--- src/rtl/plb_lookup_stage.sv ---
// MPT-walk lookup stage: registers each fetched transaction toward the walker together with
// the hit/permission result of a fully-associative PLB lookup on its SPN.
module plb_lookup_stage #(
  parameter int unsigned PIPELINE_SLAVE_DATA_WIDTH  = 128,
  parameter int unsigned PIPELINE_MASTER_DATA_WIDTH = 128,
  parameter int unsigned PLB_ENTRIES                = 8,
  parameter int unsigned SPN_LSB                    = 12,
  parameter int unsigned SPN_WIDTH                  = 40,
  parameter int unsigned PERM_WIDTH                 = 3
) (
  input  logic                                  clk_i,
  input  logic                                  rst_ni,
  input  logic                                  plb_slave_valid,
  output logic                                  plb_slave_ready,
  input  logic [PIPELINE_SLAVE_DATA_WIDTH-1:0]  plb_slave_data,
  input  logic                                  plb_fault_i,
  output logic                                  plb_master_valid,
  input  logic                                  plb_master_ready,
  output logic [PIPELINE_MASTER_DATA_WIDTH-1:0] plb_master_data,
  output logic                                  plb_hit_o,
  output logic [PERM_WIDTH-1:0]                 plb_perm_o,
  output logic                                  plb_fault_o,
  input  logic                                  plb_ctrl_flush,
  input  logic                                  refill_valid_i,
  input  logic [SPN_WIDTH-1:0]                  refill_spn_i,
  input  logic [PERM_WIDTH-1:0]                 refill_perm_i
);

  localparam int unsigned PTR_W = (PLB_ENTRIES > 1) ? $clog2(PLB_ENTRIES) : 1;

  logic [PLB_ENTRIES-1:0]                r_ent_vld;
  logic [SPN_WIDTH-1:0]                  r_ent_tag  [PLB_ENTRIES];
  logic [PERM_WIDTH-1:0]                 r_ent_perm [PLB_ENTRIES];
  logic [PTR_W-1:0]                      r_ptr;

  logic                                  r_master_valid;
  logic [PIPELINE_MASTER_DATA_WIDTH-1:0] r_master_data;
  logic                                  r_hit;
  logic [PERM_WIDTH-1:0]                 r_perm;
  logic                                  r_fault;

  logic                                  w_accept;
  logic [SPN_WIDTH-1:0]                  w_spn;
  logic                                  w_hit;
  logic [PERM_WIDTH-1:0]                 w_perm;
  logic [PLB_ENTRIES-1:0]                w_refill_match;
  logic                                  w_refill_any;

  // No accept during a flush cycle; otherwise the output register frees itself in the same cycle
  assign plb_slave_ready = (!r_master_valid || plb_master_ready) && !plb_ctrl_flush;
  assign w_accept        = plb_slave_valid && plb_slave_ready;
  assign w_spn           = plb_slave_data[SPN_LSB +: SPN_WIDTH];

  // Parallel tag compare; tags are unique so OR-ing permissions yields the single match
  always_comb begin
    w_hit  = 1'b0;
    w_perm = '0;
    for (int i = 0; i < PLB_ENTRIES; i++) begin
      if (r_ent_vld[i] && (r_ent_tag[i] == w_spn)) begin
        w_hit  = 1'b1;
        w_perm = w_perm | r_ent_perm[i];
      end
    end
  end

  always_comb begin
    w_refill_match = '0;
    for (int i = 0; i < PLB_ENTRIES; i++) begin
      w_refill_match[i] = r_ent_vld[i] && (r_ent_tag[i] == refill_spn_i);
    end
  end

  assign w_refill_any = |w_refill_match;

  // PLB storage: in-place permission update on tag match, else round-robin allocation
  always_ff @(posedge clk_i or negedge rst_ni) begin
    if (!rst_ni) begin
      r_ent_vld <= '0;
      r_ptr     <= '0;
      for (int i = 0; i < PLB_ENTRIES; i++) begin
        r_ent_tag[i]  <= '0;
        r_ent_perm[i] <= '0;
      end
    end else if (plb_ctrl_flush) begin
      r_ent_vld <= '0;
    end else if (refill_valid_i) begin
      if (w_refill_any) begin
        for (int i = 0; i < PLB_ENTRIES; i++) begin
          if (w_refill_match[i]) begin
            r_ent_perm[i] <= refill_perm_i;
          end
        end
      end else begin
        r_ent_vld[r_ptr]  <= 1'b1;
        r_ent_tag[r_ptr]  <= refill_spn_i;
        r_ent_perm[r_ptr] <= refill_perm_i;
        r_ptr             <= r_ptr + PTR_W'(1);
      end
    end
  end

  // Output register toward the walk stage
  always_ff @(posedge clk_i or negedge rst_ni) begin
    if (!rst_ni) begin
      r_master_valid <= 1'b0;
      r_master_data  <= '0;
      r_hit          <= 1'b0;
      r_perm         <= '0;
      r_fault        <= 1'b0;
    end else if (plb_ctrl_flush) begin
      r_master_valid <= 1'b0;
    end else if (w_accept) begin
      r_master_valid <= 1'b1;
      r_master_data  <= PIPELINE_MASTER_DATA_WIDTH'(plb_slave_data);
      r_hit          <= w_hit && !plb_fault_i;
      r_perm         <= plb_fault_i ? '0 : w_perm;
      r_fault        <= plb_fault_i;
    end else if (plb_master_ready) begin
      r_master_valid <= 1'b0;
    end
  end

  assign plb_master_valid = r_master_valid;
  assign plb_master_data  = r_master_data;
  assign plb_hit_o        = r_hit;
  assign plb_perm_o       = r_perm;
  assign plb_fault_o      = r_fault;

endmodule

--- config.mk ---
export PLATFORM = sky130hd
export DESIGN_NAME = plb_lookup_stage
export DESIGN_NICKNAME = d
export VERILOG_FILES = /design/src/rtl/plb_lookup_stage.sv
export SDC_FILE = /design/constraint.sdc
export NUM_CORES = 1
export LEC_CHECK = 0
export CAP_MARGIN = 0
export CELL_PAD_IN_SITES_DETAIL_PLACEMENT = 1
export CELL_PAD_IN_SITES_GLOBAL_PLACEMENT = 2
export CORE_UTILIZATION = 29
export DETAILED_ROUTE_END_ITERATION = 8
export PLACE_DENSITY_LB_ADDON = 0.1
export SYNTH_ARGS = -nofsm -noshare
export SYNTH_HDL_FRONTEND = slang
export SYNTH_SLANG_ARGS = --single-unit
--- constraint.sdc ---
create_clock -name clk_i -period 4.54 [get_ports clk_i]
set_clock_uncertainty 0.05 [all_clocks]
set_input_delay 0.908 -clock clk_i [delete_from_list [all_inputs] [get_ports clk_i]]
set_output_delay 0.908 -clock clk_i [all_outputs]
set_load 0.01 [all_outputs]
==> results of run 1 <==
## where the power goes
part	switching [mW]	leakage [nW]	internal, mW
Combinational	3.29	7.46	3.79
Sequential	2.00	5.98	6.04
Clock	2.13	1.06	3.16
Total	7.41	14.5	13.0
## cell usage after synthesis (all sizes together), types with 4 or more instances
master / instances / area (µm²)
a21oi: 4 / 20.0
and3: 18 / 113
a211o: 12 / 105
xor2: 175 / 1530
nor3: 26 / 130
inv: 44 / 165
o21ai: 19 / 95.1
xnor2: 420 / 3680
o2111ai: 11 / 96.3
a22oi: 11 / 82.6
nand2: 49 / 184
nand4: 148 / 1000
nand3: 21 / 105
nor4: 73 / 457
o22ai: 8 / 50.1
nand2b: 34 / 213
nor2b: 20 / 125
nor2: 26 / 97.6
or3: 9 / 56.3
a2111oi: 4 / 35.0
and4: 23 / 206
clkbuf: 77 / 289
mux2: 434 / 5010
buf: 110 / 762
and2: 18 / 113
or4: 4 / 33.8
or2: 4 / 25.0
mux2i: 9 / 90.1
o211ai: 14 / 105
dfrtp: 489 / 12200
## final cells by class
class	instances	area (µm²)	share of cell area [%]
Multi-Input combinational cell	1615	14000	39.2
Sequential cell	489	12200	34.3
Timing Repair Buffer	541	5510	15.5
Clock buffer	102	2050	5.76
Tap cell	1254	1570	4.40
Inverter	47	176	0.495
Clock inverter	9	100	0.281
Antenna cell	7	17.5	0.0491
## sequential cells by signal (all words and copies together), names as in the netlist
signal	flops
plb_master_valid	1
r_ent_perm	24
r_ent_tag	320
r_ent_vld	8
r_ptr	3
plb_master_data	128
plb_fault_o	1
plb_hit_o	1
plb_perm_o	3
## metal layers
metal	track usage [%]	wire (µm)	vias up
met5	0	0	-
met3	3.51	4740	181
met2	45.6	63000	513
met1	33.9	54200	10938
li1	-	-	9008
met4	10.4	4610	0
## through the flow
step,worst slack (ps),utilization [%],setup TNS (ps)
3_3_place_gp,-23.7,35.8,-252
4_1_cts,564,38.1,0
5_1_grt,504,38.1,0
2_1_floorplan,1310,-,0
3_5_place_dp,-107,35.8,-5220
6_report,571,38.1,0
## cells by family after synthesis
group	Yosys count	share of synthesized area (%)
xor gates and xnor gates	595	19.0
DFF	489	44.6
and+or+nand+nor	477	10.6
muxes	443	18.6
buffers and inverters	234	4.48
AOI/OAI and AO/OA	99	2.68
adders and majority gates	1	0.0456
## worst max-delay path by stage
stage / to / slack [ps] / cells past startpoint
after floorplan: r_ent_tag[0] / 1310 / 10
after global placement: r_ent_tag[79] / -20 / 10
after detailed placement: r_ent_tag[65] / -110 / 10
after CTS: r_ent_tag[65] / 560 / 10
after global routing: r_ent_tag[65] / 500 / 10
final: r_ent_tag[65] / 570 / 10
## critical path, delay by kind of cell
kind	cells	cell delay [ps]
simple gates	5	1860
mux	1	340
xor+xnor	1	160
buf+inv	3	1130
==> impl_metrics.yaml, run 1 <==
sta:
  worst_pin_slew_ps: 1080
  whs_ps: 204
  maxSlewViolCount: 0
  hold_viol_final: 0
  finalCritPeriodShare_pct: 87.4
  setup_viol: 0
  max_slew_margin_pct: 28.0
  fin_crit_ps: 3970
  rsz0062_at_grt: "no"
  fmax_mhz: 252
critical_path:
  r2r-start: "r_ent_tag[231]"
  r2r_end: "r_ent_tag[65]"
  crit_required_ps: 5010
  startpoint_type: "primary input"
  critPathMostFrequentCell: "buf_12"
  crit_type: "primary input to register"
  critPathMaxStageDelay_ps: 640
  crit_path_end_kind: "register"
  crit_start: "refill_spn_i[27]"
  arrival_ps: 4440
  ff2ff_setup_slack_ps: 1160
  path_max_fanout: 18
  cp_cell_sequence: "clkdlybuf4s50_1 > buf_12 > xor2_1 > nor4_1 > nand3_1 > or4_4 > and4_4 > nand4_4 > buf_12 > mux2_1"
  r2r_cells: 8
  crit_path_top_delay_cell: "clkdlybuf4s50_1"
routing:
  first_pass_iters: 5
  wl_um: 127000
  drtIter0Drc: 1193
  drc_errors: 0
  drt.antenna.violating_nets: 0
  post_drt_wl_per_cell_um: 31.1
  viasPerCell: 5.08
  num_vias: 20640
die:
  die_h_um: 309
  core_um2: 93500
  core.rowCount: 112
  dieWidth_um: 309
  start_util_pct: 29.3
  boundaryPins: 313
  die_area_um2: 95800
clock_network:
  cts.clk_slew.worst_paths_ps: 50
  clock_latency_ps: 640
  cts_setup_buffers: 0
  cts_max_level: 3
  ctsHoldBuffers: 0
  cts_buffers: 68
  cts_tree: "done"
  cts.sinks: 489
  cts.root.buffer_cell: "clkbuf_16"
  cts_buffer_depth: 3
  post_cts_resized: 0
job:
  cap_violations: 0
min_path:
  worstHoldPathType: "primary input to asynchronous set/reset pin"
power:
  pwr_density_cell_nw_per_um2: 572
  p_total_mw: 20.4
  power_leakage_nw: 14.5
  peakVddDrop_mv: 0.284
grt:
  grt_overflow: 0
  grt_pass1_vias: 22655
  grt_pass1_wl_um: 178000
  grt_start_max_net_pins: 89
  grt_use_total_pct: 26.7
  antenna_found_initial: 7
placed_design:
  place_area_um2: 33500
  portBuffers: 312
  gp_congestion: 0.919
  dp.cells: 3946
  hpwl_um: 92500
logic_synthesis:
  synthCells: 2338
  synth_cell_types: 53
  synth_edf_count: 0
  ys_seq_area_share_pct: 44.6
  async_flop_share_pct: 100
  syn_nets: 2517
  yosys_register_bits: 489
  synth_warnings: 0
  synthFlopType: "dfrtp_1"
  syn_avg_cell_area_um2: 11.7
  syn_area_um2: 27400
final_layout:
  stdcell_count: 4064
  design_area_um2: 35700
  fin_nets: 2941
  drive_gt1_share_pct: 18.6
  most-common-layout-cells: "dfrtp_1 (489), xnor2_1 (420), clkdlybuf4s50_1 (311)"
  final_common_cell: "dfrtp_1"
  num-fill-cells: 10011
  syn_to_final_growth_pct: 30.0
outcome:
  status: "completed"
No activity file was read; power rests on OpenSTA's default activity.
==> inputs of run 2 (changes only) <==
- CORE_MARGIN: unset -> 2
==> impl_metrics.yaml, run 2 (synthesized netlist as in run 1, its figures left out) <==
outcome:
  status: "completed"
power:
  peakVddDrop_mv: 0.259
  seqPwrFrac_pct: 38.7
  p_sw_share_pct: 36.2
  p_sw_mw: 7.53
  pwr_density_cell_nw_per_um2: 583
  internal_power_mw: 13.3
  power_leakage_nw: 14.5
  p_total_mw: 20.8
  clkPwrFrac_pct: 26.7
  combPwrFrac_pct: 34.6
placed_design:
  hpwl_um: 93300
  dp_slack_ps: -103
  portBuffers: 312
  gp_congestion: 0.901
  dp.cells: 3931
grt:
  grt_pass1_wl_um: 178000
  antenna_found_initial: 4
  grt_pass1_vias: 22708
  grt_use_total_pct: 25.8
  grt_start_max_net_pins: 124
  grt_overflow: 0
critical_path:
  cp_cell_sequence: "clkdlybuf4s50_1 > buf_4 > xor2_1 > nor4_1 > nand4_1 > or4_4 > and4_4 > nand4_4 > buf_12 > mux2_1"
  critPathMaxStageDelay_ps: 630
  startpoint_type: "primary input"
  crit_path_top_delay_cell: "clkdlybuf4s50_1"
  arrival_ps: 4460
  crit_type: "primary input to register"
  crit_path_end_kind: "register"
  path_max_fanout: 19
  crit_required_ps: 4990
routing:
  drtIter0Drc: 1269
  first_pass_iters: 5
  wl_um: 126000
  drt.antenna.violating_nets: 0
  viasPerCell: 5.10
  drc_errors: 0
  num_vias: 20665
  post_drt_wl_per_cell_um: 31.1
die:
  die_h_um: 311
  die_area_um2: 97000
  core_um2: 93500
  boundaryPins: 313
  core.rowCount: 112
  start_util_pct: 29.3
  dieWidth_um: 311
sta:
  setup_viol: 0
  finalCritPeriodShare_pct: 88.5
  maxSlewViolCount: 0
  setup_ws_ps: 524
  fmax_mhz: 249
  max_slew_margin_pct: 31.0
  worst_pin_slew_ps: 1040
  hold_viol_final: 0
  rsz0062_at_grt: "no"
  fin_crit_ps: 4020
final_layout:
  fin_nets: 2925
  largest_reg_flops: 320
  syn_to_final_growth_pct: 29.9
  drive_gt1_share_pct: 18.2
  most-common-layout-cells: "dfrtp_1 (489), xnor2_1 (420), clkdlybuf4s50_1 (311)"
  top_register: "r_ent_tag"
  final_common_cell: "dfrtp_1"
  stdcell_count: 4052
clock_network:
  clock_latency_ps: 630
  cts_tree: "done"
  cts_buffer_depth: 3
  cts.clk_slew.worst_paths_ps: 60
  cts.root.buffer_cell: "clkbuf_16"
  cts_setup_buffers: 0
  ctsHoldBuffers: 0
  cts.sinks: 489
  post_cts_resized: 0
  cts_max_level: 3
  cts_buffers: 67
job:
  cap_violations: 0
min_path:
  worstHoldPathType: "primary input to asynchronous set/reset pin"
## run 2: cell count changes in the layout (fill, tap and decap cells not counted)
| cell | before | now |
|---|---|---|
| clkinv_2 | 4 | 3 |
| inv_6 | 2 | 1 |
| buf_12 | 53 | 51 |
| clkbuf_8 | 16 | 21 |
| buf_4 | 176 | 163 |
| clkbuf_1 | 15 | 14 |
| clkinv_8 | 2 | 1 |
| clkbuf_16 | 71 | 68 |
| bufinv_16 | 1 | 6 |
## run 2: area by class of cell
cell class | instances | area [µm²]
antenna | 7 | 17.5
fill | 9952 | 57800
inverter | 47 | 176
timing repair buffer | 526 | 5370
tap | 1254 | 1570
clock inverter | 11 | 220
clock buffer | 103 | 2040
multi-input combinational | 1615 | 14000
sequential | 489 | 12200
## run 2: per-stage QoR
| stage | util [%] | TNS (ps) | area, µm² | hold slack (ps) |
|---|---|---|---|---|
| 5_1_grt | 38.1 | 0 | 35600 | 66.1 |
| 4_1_cts | 38.1 | 0 | 35600 | 61.1 |
| 3_5_place_dp | 35.7 | -8250 | 33300 | 425 |
| 6_report | 38.1 | 0 | 35600 | 82.8 |
| 2_1_floorplan | - | 0 | 27400 | 458 |
| 3_3_place_gp | 35.7 | -2480 | 33300 | 416 |
## run 2: final timing paths
| check | start | endpoint | slack [ps] | cells after the start |
|---|---|---|---|---|
| hold / removal | rst_ni | r_ent_tag[28] | 80 | 1 |
| setup / recovery | refill_spn_i[17] | r_ent_tag[148] | 520 | 10 |
| hold reg to reg | plb_master_data[21] | plb_master_data[21] | 430 | 2 |
| min in group clk_i | plb_master_data[21] | plb_master_data[21] | 430 | 2 |
| setup reg to reg | r_ent_tag[263] | r_ent_tag[148] | 1140 | 10 |
| max in group asynchronous | rst_ni | plb_master_data[126] | 3210 | 2 |
## run 2: power groups by stage
stage               Clock, mW  Sequential, mW  Combinational (mW)
floorplan                   0            7.54                4.55
global placement            0            7.97                7.11
detailed placement          0            8.06                7.23
CTS                      5.69            8.00                7.28
global route             5.85            8.26                7.73
finish                   5.54            8.04                7.20
## run 2: layer usage
metal / up-vias / part of all wire (%) / track usage [%]
met3: 197 / 3.8 / 3.69
met2: 532 / 50 / 44.9
met4: 0 / 4.0 / 9.77
met1: 10955 / 42 / 32.3
met5: - / 0 / 0
li1: 8981 / - / -
## run 2: worst max-delay path: cells and delay by family
| family | cells | cell delay [ps] |
|---|---|---|
| multiplexers | 1 | 350 |
| XOR/XNOR | 1 | 110 |
| buffers and inverters | 3 | 1170 |
| AND/OR/NAND/NOR | 5 | 1880 |
==> inputs of run 3 (changes only) <==
- CORE_UTILIZATION: 29 -> 35
==> impl_metrics.yaml, run 3 (synthesized netlist as in run 1, its figures left out) <==
outcome:
  status: "completed"
power:
  power_leakage_nw: 14.2
  peakVddDrop_mv: 0.321
  pwr_density_cell_nw_per_um2: 569
routing:
  post_drt_wl_per_cell_um: 31.5
  num_vias: 20720
  drc_errors: 0
  wl_um: 120000
  viasPerCell: 5.42
  drtIter0Drc: 1393
  first_pass_iters: 6
  drt.antenna.violating_nets: 0
placed_design:
  portBuffers: 312
  gp_congestion: 0.942
  hpwl_um: 91600
clock_network:
  clock_latency_ps: 650
  cts.clk_slew.worst_paths_ps: 60
  cts_max_level: 2
  cts_buffer_depth: 3
  cts.sinks: 489
  post_cts_resized: 0
  ctsHoldBuffers: 0
  cts_buffers: 61
  cts_setup_buffers: 0
  cts_tree: "done"
  cts.root.buffer_cell: "clkbuf_16"
die:
  start_util_pct: 35.4
  boundaryPins: 313
  core_um2: 77500
  die_area_um2: 80600
  dieWidth_um: 284
  die_h_um: 284
  core.rowCount: 102
grt:
  grt_pass1_wl_um: 171000
  grt_start_max_net_pins: 80
  antenna_found_initial: 7
  grt_overflow: 0
  grt_use_total_pct: 29.6
  grt_pass1_vias: 22500
critical_path:
  crit_start: "plb_slave_data[44]"
  cp_cell_sequence: "clkdlybuf4s50_1 > xor2_1 > nor4_1 > nand4_1 > nor4_1 > buf_4 > a222oi_1 > and4_1 > o31ai_1"
  crit_required_ps: 5030
  crit_path_end_kind: "register"
  arrival_ps: 4700
  crit_type: "primary input to register"
  startpoint_type: "primary input"
  critPathMaxStageDelay_ps: 1220
  cp_num_buf_inv: 2
  critPathMostFrequentCell: "nor4_1"
  path_max_fanout: 8
  crit_path_top_delay_cell: "clkdlybuf4s50_1"
  cp_top_family: "simple AND/OR/NAND/NOR gates"
  r2r-start: "r_ent_tag[225]"
sta:
  finalCritPeriodShare_pct: 92.7
  rsz0062_at_grt: "no"
  maxSlewViolCount: 0
  setup_viol: 0
  hold_viol_final: 0
  max_slew_margin_pct: 24.3
  fmax_mhz: 237
  fin_crit_ps: 4210
  whs_ps: 248
  worst_pin_slew_ps: 1130
  setup-tns-final_ps: 0
final_layout:
  final_common_cell: "dfrtp_1"
  num-fill-cells: 8252
  drive_gt1_share_pct: 17.9
  top_register: "r_ent_tag"
  multi_input_area_um2: 14000
  most-common-layout-cells: "dfrtp_1 (489), xnor2_1 (420), clkdlybuf4s50_1 (311)"
  syn_to_final_growth_pct: 27.2
  largest_reg_flops: 320
  fin_nets: 2922
  regArea_um2: 12200
job:
  cap_violations: 0
min_path:
  worstHoldPathType: "primary input to asynchronous set/reset pin"
[run 3: power breakdown]
group	switching [mW]	internal [mW]
Sequential	2.01	6.04
Combinational	3.35	3.72
Clock	2.01	2.70
Total	7.37	12.5
[run 3: path summary, 6_finish.rpt]
path | to | slack (ps) | cells after the start
max reg2reg | r_ent_tag[134] | 960 | 8
min in group clk_i | plb_master_data[14] | 430 | 2
min | r_ent_tag[295] | 250 | 1
min reg2reg | plb_master_data[14] | 430 | 2
max in group asynchronous | r_ent_tag[244] | 3150 | 2
max | plb_perm_o[2] | 330 | 9
[run 3: layer usage]
layer,up-vias,routed length (µm),track usage (%)
li1,8970,-,-
met1,10979,50800,37.9
met2,580,59800,51.1
met3,191,4600,3.28
met4,0,5240,11.9
met5,-,0,0
[run 3: per-stage QoR]
stage | util (%) | instances | total power, mW | cell area, µm² | worst slack [ps]
global route | 45.0 | 3822 | 20.8 | 34900 | 428
global placement | 42.6 | 3720 | 14.9 | 33000 | -197
floorplan | - | 2338 | 12.1 | 27400 | 1310
detailed placement | 42.6 | 3720 | 15.1 | 33000 | -133
finish | 45.0 | 3825 | 19.8 | 34900 | 329
CTS | 45.0 | 3822 | 19.9 | 34900 | 530
[run 3: area by class of cell]
type	instances	area share, %
clock inverters	13	0.341
diodes	3	0.0215
flip-flops and latches	489	35.1
clock buffers	89	5.03
repair buffers	529	15.2
inverters	47	0.506
multi-input cells	1615	40.1
well taps	1040	3.73
